File: src/rtl/ps2_key_decoder.sv
// ps2_key_decoder: PS/2 keyboard receiver and scan-code to ASCII translator.
// Synchronizes and glitch-filters the raw PS/2 pins, assembles 11-bit frames
// (start, 8 data LSB-first, odd parity, stop) and keeps the ASCII code of the
// currently held mapped key on `key`.
// Optional build macro KEY_TYPEMATIC_FILTER_EN: when defined, a repeated make
// of the key already held does not strobe key_valid.
module ps2_key_decoder #(
    parameter int unsigned FILTER_LEN     = 8,
    parameter int unsigned TIMEOUT_CYCLES = 65000
) (
    input  logic       clk,
    input  logic       rst,
    input  logic       ps2_clk,
    input  logic       ps2_data,
    output logic [7:0] key,
    output logic       key_valid,
    output logic       frame_err
);

    localparam int unsigned FW = (FILTER_LEN > 1) ? $clog2(FILTER_LEN) : 1;
    localparam int unsigned TW = $clog2(TIMEOUT_CYCLES + 1);

    typedef enum logic [1:0] {
        ST_IDLE   = 2'd0,
        ST_DATA   = 2'd1,
        ST_PARITY = 2'd2,
        ST_STOP   = 2'd3
    } state_t;

    // True when the nine bits (data plus parity) hold an odd number of ones.
    function automatic logic odd_parity(input logic [8:0] v);
        return ^v;
    endfunction

    // Scan code to ASCII; 8'h00 means the code is not mapped.
    function automatic logic [7:0] translate(input logic ext, input logic [7:0] code);
        logic [7:0] a;
        a = 8'h00;
        if (ext) begin
            case (code)
                8'h75:   a = 8'h77;
                8'h6B:   a = 8'h61;
                8'h72:   a = 8'h73;
                8'h74:   a = 8'h64;
                8'h5A:   a = 8'h0D;
                default: a = 8'h00;
            endcase
        end else begin
            case (code)
                8'h76:   a = 8'h1B;
                8'h5A:   a = 8'h0D;
                8'h16:   a = 8'h31;
                8'h1E:   a = 8'h32;
                8'h26:   a = 8'h33;
                8'h25:   a = 8'h34;
                8'h1D:   a = 8'h77;
                8'h1C:   a = 8'h61;
                8'h1B:   a = 8'h73;
                8'h23:   a = 8'h64;
                default: a = 8'h00;
            endcase
        end
        return a;
    endfunction

    logic [1:0]    clk_sync_q;
    logic [1:0]    data_sync_q;
    logic          filt_q, filt_d;
    logic [FW-1:0] fcnt_q, fcnt_d;
    logic          fall_s;
    logic          data_s;

    state_t        state_q, state_d;
    logic [2:0]    bit_cnt_q, bit_cnt_d;
    logic [7:0]    shift_q, shift_d;
    logic          par_ok_q, par_ok_d;
    logic [TW-1:0] tmo_q, tmo_d;
    logic          byte_vld_q, byte_vld_d;
    logic          err_q, err_d;

    logic          ext_q, ext_d;
    logic          brk_q, brk_d;
    logic [7:0]    key_q, key_d;
    logic          key_valid_q, key_valid_d;
    logic [7:0]    ascii_s;

    assign data_s    = data_sync_q[1];
    assign key       = key_q;
    assign key_valid = key_valid_q;
    assign frame_err = err_q;

    // Two-flop synchronizers for both asynchronous pins; idle level is high.
    always_ff @(posedge clk or posedge rst) begin
        if (rst) begin
            clk_sync_q  <= 2'b11;
            data_sync_q <= 2'b11;
        end else begin
            clk_sync_q  <= {clk_sync_q[0], ps2_clk};
            data_sync_q <= {data_sync_q[0], ps2_data};
        end
    end

    // Filtered clock flips only after FILTER_LEN consecutive opposite samples;
    // the falling edge is flagged in the same cycle the flip is decided.
    always_comb begin
        filt_d = filt_q;
        fcnt_d = {FW{1'b0}};
        fall_s = 1'b0;
        if (clk_sync_q[1] != filt_q) begin
            if (fcnt_q == FW'(FILTER_LEN - 1)) begin
                filt_d = ~filt_q;
                fall_s = filt_q;
            end else begin
                fcnt_d = fcnt_q + FW'(1);
            end
        end else begin
            fcnt_d = {FW{1'b0}};
        end
    end

    // Filter state registers.
    always_ff @(posedge clk or posedge rst) begin
        if (rst) begin
            filt_q <= 1'b1;
            fcnt_q <= {FW{1'b0}};
        end else begin
            filt_q <= filt_d;
            fcnt_q <= fcnt_d;
        end
    end

    // Frame FSM next state: a falling edge always takes priority over timeout.
    always_comb begin
        state_d    = state_q;
        bit_cnt_d  = bit_cnt_q;
        shift_d    = shift_q;
        par_ok_d   = par_ok_q;
        tmo_d      = tmo_q;
        byte_vld_d = 1'b0;
        err_d      = 1'b0;
        if (fall_s) begin
            tmo_d = {TW{1'b0}};
            case (state_q)
                ST_IDLE: begin
                    if (!data_s) begin
                        state_d   = ST_DATA;
                        bit_cnt_d = 3'd0;
                    end else begin
                        state_d = ST_IDLE;
                    end
                end
                ST_DATA: begin
                    shift_d = {data_s, shift_q[7:1]};
                    if (bit_cnt_q == 3'd7) begin
                        state_d   = ST_PARITY;
                        bit_cnt_d = 3'd0;
                    end else begin
                        bit_cnt_d = bit_cnt_q + 3'd1;
                    end
                end
                ST_PARITY: begin
                    par_ok_d = odd_parity({data_s, shift_q});
                    state_d  = ST_STOP;
                end
                ST_STOP: begin
                    state_d = ST_IDLE;
                    if (data_s && par_ok_q) begin
                        byte_vld_d = 1'b1;
                    end else begin
                        err_d = 1'b1;
                    end
                end
                default: state_d = ST_IDLE;
            endcase
        end else if (state_q != ST_IDLE) begin
            if (tmo_q == TW'(TIMEOUT_CYCLES - 1)) begin
                state_d = ST_IDLE;
                tmo_d   = {TW{1'b0}};
                err_d   = 1'b1;
            end else begin
                tmo_d = tmo_q + TW'(1);
            end
        end else begin
            tmo_d = {TW{1'b0}};
        end
    end

    // Frame FSM registers.
    always_ff @(posedge clk or posedge rst) begin
        if (rst) begin
            state_q    <= ST_IDLE;
            bit_cnt_q  <= 3'd0;
            shift_q    <= 8'h00;
            par_ok_q   <= 1'b0;
            tmo_q      <= {TW{1'b0}};
            byte_vld_q <= 1'b0;
            err_q      <= 1'b0;
        end else begin
            state_q    <= state_d;
            bit_cnt_q  <= bit_cnt_d;
            shift_q    <= shift_d;
            par_ok_q   <= par_ok_d;
            tmo_q      <= tmo_d;
            byte_vld_q <= byte_vld_d;
            err_q      <= err_d;
        end
    end

    // Scan-code layer: prefixes, make/break and key hold. shift_q still holds
    // the accepted byte here because the FSM is back in IDLE.
    always_comb begin
        key_d       = key_q;
        key_valid_d = 1'b0;
        ext_d       = ext_q;
        brk_d       = brk_q;
        ascii_s     = translate(ext_q, shift_q);
        if (byte_vld_q) begin
            if (shift_q == 8'hE0) begin
                ext_d = 1'b1;
            end else if (shift_q == 8'hF0) begin
                brk_d = 1'b1;
            end else begin
                ext_d = 1'b0;
                brk_d = 1'b0;
                if (ascii_s != 8'h00) begin
                    if (brk_q) begin
                        if (ascii_s == key_q) begin
                            key_d = 8'h00;
                        end else begin
                            key_d = key_q;
                        end
                    end else begin
                        key_d = ascii_s;
`ifdef KEY_TYPEMATIC_FILTER_EN
                        key_valid_d = (ascii_s != key_q);
`else
                        key_valid_d = 1'b1;
`endif
                    end
                end else begin
                    key_d = key_q;
                end
            end
        end else if (err_q) begin
            // A broken frame or timeout drops any pending prefix.
            ext_d = 1'b0;
            brk_d = 1'b0;
        end else begin
            ext_d = ext_q;
        end
    end

    // Scan-code layer registers and registered outputs.
    always_ff @(posedge clk or posedge rst) begin
        if (rst) begin
            ext_q       <= 1'b0;
            brk_q       <= 1'b0;
            key_q       <= 8'h00;
            key_valid_q <= 1'b0;
        end else begin
            ext_q       <= ext_d;
            brk_q       <= brk_d;
            key_q       <= key_d;
            key_valid_q <= key_valid_d;
        end
    end

endmodule
File: config.mk
export PLATFORM = sky130hd
export DESIGN_NAME = ps2_key_decoder
export DESIGN_NICKNAME = d
export VERILOG_FILES = /design/src/rtl/ps2_key_decoder.sv
export SDC_FILE = /design/constraint.sdc
export NUM_CORES = 1
export LEC_CHECK = 0
export ABC_AREA = 1
export BUFFER_PORTS_ARGS = -buffer_cell sky130_fd_sc_hd__buf_2
export CORE_ASPECT_RATIO = 0.7
export CORE_MARGIN = 1
export CORE_UTILIZATION = 38
export CTS_BUF_LIST = sky130_fd_sc_hd__clkbuf_8
export DETAILED_ROUTE_END_ITERATION = 8
export MAX_ROUTING_LAYER = met4
export SLEW_MARGIN = 25
export SYNTH_ARGS = -nofsm -noshare
export SYNTH_HDL_FRONTEND = slang
export SYNTH_SLANG_ARGS = --single-unit
File: constraint.sdc
create_clock -name clk -period 4.1 [get_ports clk]
set_input_delay 0.615 -clock clk [delete_from_list [all_inputs] [get_ports clk]]
set_output_delay 0.615 -clock clk [all_outputs]
set_load 0.01 [all_outputs]
==> flow_summary.yaml, run 1 <==
run_status:
  run_status: "complete, no violations"
flow_run:
  drv.max_cap_violation_count: 0
sta:
  timing_max_transition_violations_final: 0
  timing.fmax_mhz: 461
  final-hold-violation-count: 0
  fin_ws_ns: 1.93
  clock_skew_ns: 0.00482
  timing_worst_slew_pin_value_ns: 0.606
  maxSlewHeadroom_pct: 59.6
  finalCritPeriodShare_pct: 52.9
  min_period_ns: 2.17
  finalSetupTns_ns: 0
  finalSetupViolations: 0
  rsz0062_at_grt: "false"
routing:
  via_count: 2310
  post_detailed_routing_wire_length_um: 5740
  route.detailed.vias_per_inst: 4.77
  firstDrtPassIters: 4
  drt_iter0_markers: 154
  route.detailed.wl_per_inst_um: 11.9
  drc: 0
  postRouteAntennaNets: 0
global_routing:
  antenna_found_initial: 0
  global_route.overflow_total: 0
  first_pass_grt_wire_length_um: 10500
  first_global_vias: 2237
  pin_count_of_the_biggest_net_entering_global_routing: 51
  grt_util_all_layers_pct: 16.6
setup_path:
  worst_path_max_delay_cell: "sky130_fd_sc_hd__o21bai_1"
  timing.critical_path.buf_inv: 2
  cp-start-kind: "register"
  worstPathArrival_ns: 2.38
  critical_path.cell_chain: "ha_1, ha_1, inv_1, nor2_1, nand2_1, inv_1, nand2_2, o21bai_1, nand3_1, o21ai_0"
  critPathTopFamily: "simple AND/OR/NAND/NOR gates"
  max_stage_delay_ns: 0.41
  worst_setup_path_end_kind: "register"
  crit_required_ns: 4.32
  cp_max_fo: 18
  critical_path_class: "reg2reg"
placed_design:
  dpl-instance-area_um2: 3160
  place_inst: 476
  portBuffers: 12
  detailedPlacementHpwl_um: 4420
  dpl_worst_slack_ns: 1.94
  gp_congestion: 0.900
cts:
  postCtsHoldBufs: 0
  latest_clock_arrival_within_the_worst_skew_pair_ns: 0.29
  max-clock-path-buffers: 2
  post_cts_sizing: 0
  number_of_clock_buffers_inserted_by_tritoncts: 5
  clock_sink_count: 50
  tritoncts: "built"
  clock-root-buffer: "sky130_fd_sc_hd__clkbuf_8"
  postcts_setup_bufs: 0
  clk_pin_slew_ns: 0.09
  cts_htree_levels: 2
synthesis:
  ys_seq_elements: 50
  synthDistinctLibCells: 34
  synth_cells: 368
  yosysWarnings: 0
  seq_area_frac_synth_pct: 42.2
  avgSynthCellArea_um2: 8.11
  synth.net_count: 395
  syn-cell-area_um2: 2980
die:
  die_y_um: 76.1
  floorplan.core_area_um2: 7450
  boundaryPins: 14
  rows: 26
  initial_core_util_pct: 40.0
  dieArea_um2: 8210
  dieWidth_um: 108
cells_and_area:
  diodes: 0
  final_cells: 484
  most_frequent_cells_in_the_layout: "sky130_fd_sc_hd__nand2_1, sky130_fd_sc_hd__inv_1, sky130_fd_sc_hd__dfrtp_1"
  syn2layout_area_growth_pct: 9.35
  stdcell_area_um2: 3260
  fraction_of_layout_cells_with_a_size_suffix_above_1_pct: 14.2
  final_net_count: 412
  most_common_cell_after_layout_fill_and_taps_aside: "sky130_fd_sc_hd__nand2_1"
  final_core_util_pct: 43.8
  final.fill_count: 741
power:
  vdd_ir_drop_max_uv: 150
  leakage_power_figure_nw: 1.57
  p_per_area_nw_per_um2: 271
min_path:
  hp-class: "reg2reg"
[through the flow]
stage	power, mW	hold slack, ns
2_1_floorplan	0.565	0.345
3_3_place_gp	0.573	0.346
3_5_place_dp	0.576	0.349
4_1_cts	0.899	0.363
5_1_grt	0.931	0.364
6_report	0.883	0.360
[per-layer routing]
metal,track usage (%),part of all wire (%),up-vias
li1,-,-,1211
met1,25.5,56,1030
met2,21.7,39,59
met3,3.34,4.2,10
met4,4.25,1.1,0
met5,-,0,-
[flip-flops by register name (all words and copies together) (netlist names), 2 cells and up]
signal and flops:
key 7, fcnt_q 3, clk_sync_q 2, data_sync_q 2, bit_cnt_q 3, state_q 2
tmo_q 16, shift_q 8
[final timing paths]
check / start / endpoint / slack (ns) / cells after the start
min: clk_sync_q[0] / clk_sync_q[1] / 0.36 / 0
max: fcnt_q[0] / bit_cnt_q[2] / 1.93 / 10
min in group asynchronous: rst / tmo_q[2] / 0.38 / 2
max in group asynchronous: rst / shift_q[1] / 3.30 / 2
max reg2reg: fcnt_q[0] / bit_cnt_q[2] / 1.93 / 10
min reg2reg: clk_sync_q[0] / clk_sync_q[1] / 0.36 / 0
[layout make-up]
class	count	area [um2]	area share, %
clock inverter	1	8.76	0.269
timing repair buffer	12	60.1	1.84
sequential	50	1260	38.6
multi-input combinational	256	1490	45.6
inverter	60	228	6.98
tap	98	123	3.76
clock buffer	7	96.3	2.95
[worst register-to-register path, stage by stage, from the launching register on]
cell	delay (ns)
sky130_fd_sc_hd__dfrtp_1	0.36
sky130_fd_sc_hd__ha_1	0.15
sky130_fd_sc_hd__ha_1	0.20
sky130_fd_sc_hd__inv_1	0.05
sky130_fd_sc_hd__nor2_1	0.13
sky130_fd_sc_hd__nand2_1	0.17
sky130_fd_sc_hd__inv_1	0.19
sky130_fd_sc_hd__nand2_2	0.22
sky130_fd_sc_hd__o21bai_1	0.41
sky130_fd_sc_hd__nand3_1	0.11
sky130_fd_sc_hd__o21ai_0	0.10
[synthesized netlist by cell type, drive strengths merged]
library cell | n | area share [%]
dfrtp | 45 | 38
nand2 | 78 | 11
buf | 1 | 0.25
ha | 23 | 9.6
o21a | 1 | 0.25
o21ai | 18 | 3.0
xnor2 | 5 | 1.5
nor3b | 2 | 0.67
nor2 | 44 | 6.7
nand3b | 2 | 0.63
o31ai | 1 | 0.25
nor3 | 12 | 2.2
a31oi | 3 | 0.63
nor4 | 2 | 0.63
nand3 | 38 | 7.7
dfstp | 5 | 4.4
nand4 | 7 | 1.5
a21oi | 12 | 2.0
inv | 60 | 7.6
a21boi | 1 | 0.25
o21bai | 2 | 0.50
xor2 | 4 | 1.2
conb | 1 | 0.13
clkbuf | 1 | 0.13
[cell families after synthesis]
kind of cell             synth area share [%]
AND/OR/NAND/NOR                          30.6
buffers and inverters                    7.93
flip-flops                               42.2
AO/OA/AOI/OAI                            6.92
adder cells (fa/ha/maj)                  9.65
XOR/XNOR                                 2.64
other                                   0.126
[where the power goes]
group	internal [mW]	total, mW	switching (mW)
Clock	0.155	0.318	0.163
Combinational	0.0158	0.0416	0.0259
Sequential	0.514	0.523	0.00939
Total	0.684	0.883	0.199
Power figures use the tool's default switching activity.
==> run 2, diff against run 1 <==
clock period = 2 ns   (was 4.1 ns; I/O delays follow)
==> run 2 against run 1 <==
Effect of this change: the flow now finishes with violations (setup timing); critical endpoint is now key[3]; total power rose by 98%; largest power group unchanged; non-clock buffer count is 28 higher; cell count rose by 5.8%; sequential power up 100%; worst hold slack got worse by 0.34 ns.
==> flow_summary.yaml, run 2 (synthesis gave the netlist of run 1 again) <==
cells_and_area:
  final_core_util_pct: 50.4
  most_frequent_cells_in_the_layout: "sky130_fd_sc_hd__nand2_1, sky130_fd_sc_hd__inv_1, sky130_fd_sc_hd__dfrtp_1"
  diodes: 0
  largest_reg_flops: 16
  fraction_of_layout_cells_with_a_size_suffix_above_1_pct: 33.1
  syn2layout_area_growth_pct: 25.9
  most_common_cell_after_layout_fill_and_taps_aside: "sky130_fd_sc_hd__nand2_1"
  registers.top_by_ff_count: "tmo_q"
  stdcell_area_um2: 3760
  final_net_count: 440
global_routing:
  antenna_found_initial: 0
  first_global_vias: 2377
  pin_count_of_the_biggest_net_entering_global_routing: 23
  first_pass_grt_wire_length_um: 10900
  grt_util_all_layers_pct: 17.2
  global_route.overflow_total: 0
cts:
  latest_clock_arrival_within_the_worst_skew_pair_ns: 0.30
  number_of_clock_buffers_inserted_by_tritoncts: 5
  clock-root-buffer: "sky130_fd_sc_hd__clkbuf_8"
  cts_htree_levels: 2
  clock_sink_count: 50
  tritoncts: "built"
  max-clock-path-buffers: 2
  clk_pin_slew_ns: 0.09
  postCtsHoldBufs: 0
power:
  sw_frac_of_total_pct: 23.9
  p_per_area_nw_per_um2: 466
  vdd_ir_drop_max_uv: 280
  power_report.internal_total_mw: 1.33
  power.share.clock_pct: 33.8
  report.power.total_mw: 1.75
  seq_power_share_pct: 61.2
  leakage_power_figure_nw: 1.78
  p_comb_share_pct: 4.9
  p_switching_uw: 418
sta:
  timing.fmax_mhz: 484
  fin_ws_ns: -0.0657
  min_period_ns: 2.07
  clock_skew_ns: 0.00252
  final-hold-violation-count: 0
  timing_worst_slew_pin_value_ns: 0.522
  rsz0062_at_grt: "true"
  finalSetupTns_ns: -0.368
  finalCritPeriodShare_pct: 103
  timing_max_transition_violations_final: 0
  finalSetupViolations: 7
  maxSlewHeadroom_pct: 65.1
setup_path:
  r2r_setup_slack_ns: -0.07
  crit_required_ns: 2.20
  critical_path_class: "reg2reg"
  cp_max_fo: 7
  critical-path-top-cell-by-count: "sky130_fd_sc_hd__nand2_1"
  worstReg2RegStart: "shift_q[3]"
  cp-start-kind: "register"
  worst_setup_path_end_kind: "register"
  worst_r2r_endpoint: "key[3]"
  worstPathArrival_ns: 2.27
  max_stage_delay_ns: 0.40
  worst_path_max_delay_cell: "sky130_fd_sc_hd__dfrtp_1"
  critical_path.cell_chain: "buf_4, ha_2, nand2_2, inv_1, nand2_1, nand2_1, nor2_2, nand3_2, nand2_2, nand3_1, nand2_1, nand2_2, nor2_4, nand3_4, nand3_1, nand2_1"
  r2r.worst_path.cells: 16
die:
  dieArea_um2: 8210
  boundaryPins: 14
  floorplan.core_area_um2: 7450
  initial_core_util_pct: 40.0
  rows: 26
  die_y_um: 76.1
  dieWidth_um: 108
routing:
  drc: 0
  route.detailed.vias_per_inst: 4.82
  drt_iter0_markers: 80
  via_count: 2470
  postRouteAntennaNets: 0
  route.detailed.wl_per_inst_um: 12.8
  post_detailed_routing_wire_length_um: 6540
  firstDrtPassIters: 4
placed_design:
  detailedPlacementHpwl_um: 4590
  gp_congestion: 0.930
  dpl_worst_slack_ns: -0.0802
  portBuffers: 12
  dpl-instance-area_um2: 3290
min_path:
  hp-class: "in2async"
run_status:
  violations: "setup timing"
  run_status: "finished with violations"
flow_run:
  drv.max_cap_violation_count: 0
==> run 2: worst max-delay path, delay by kind of cell, from the launching register on <==
kind                     cells  cell delay, ns
adder cells (fa/ha/maj)      1            0.20
buffers and inverters        2            0.19
flip-flops                   1            0.40
AND/OR/NAND/NOR             13            1.16
==> run 2: cell type report <==
type	count	area, um2
clock inverter	3	18.8
multi-input combinational	256	1770
sequential	50	1260
inverter	60	225
timing repair buffer	40	287
fill	672	3690
clock buffer	5	68.8
tap	98	123
==> run 2: routing by layer <==
metal / vias up / track usage [%] / wire length [um]
li1: 1266 / - / -
met1: 1162 / 24.8 / 3430
met2: 33 / 24.7 / 2830
met3: 9 / 2.91 / 216
met4: 0 / 4.66 / 63
met5: - / - / 0
==> run 2: power by group through the flow <==
stage	clock network (mW)	logic [mW]	registers, mW
3_3_place_gp	0	0.0880	1.09
2_1_floorplan	0	0.0701	1.09
5_1_grt	0.671	0.106	1.08
3_5_place_dp	0	0.0915	1.09
4_1_cts	0.621	0.0906	1.07
6_report	0.592	0.0866	1.07
==> run 2: per-stage QoR <==
| stage | hold slack, ns | instances |
|---|---|---|
| floorplan | 0.304 | 368 |
| global placement | 0.348 | 493 |
| detailed placement | 0.350 | 493 |
| CTS | 0.0282 | 509 |
| global route | 0.0309 | 512 |
| finish | 0.0231 | 512 |
==> run 2: how the worst max path moves through the flow <==
stage	to	from	slack [ns]	cells past startpoint
2_1_floorplan	key[4]	shift_q[6]	0.22	16
3_3_place_gp	key[4]	shift_q[3]	-0.06	16
3_5_place_dp	key[3]	shift_q[0]	-0.08	16
4_1_cts	key[6]	shift_q[0]	0.0008	16
5_1_grt	key[2]	shift_q[3]	-0.21	16
6_report	key[3]	shift_q[3]	-0.07	16
==> run 2: what timing repair did <==
item                       in CTS  in global routing
setup endpoints to repair       7                 19
resized for setup              32                 43
pin swaps                      11                 12
setup buffers                   8                  3
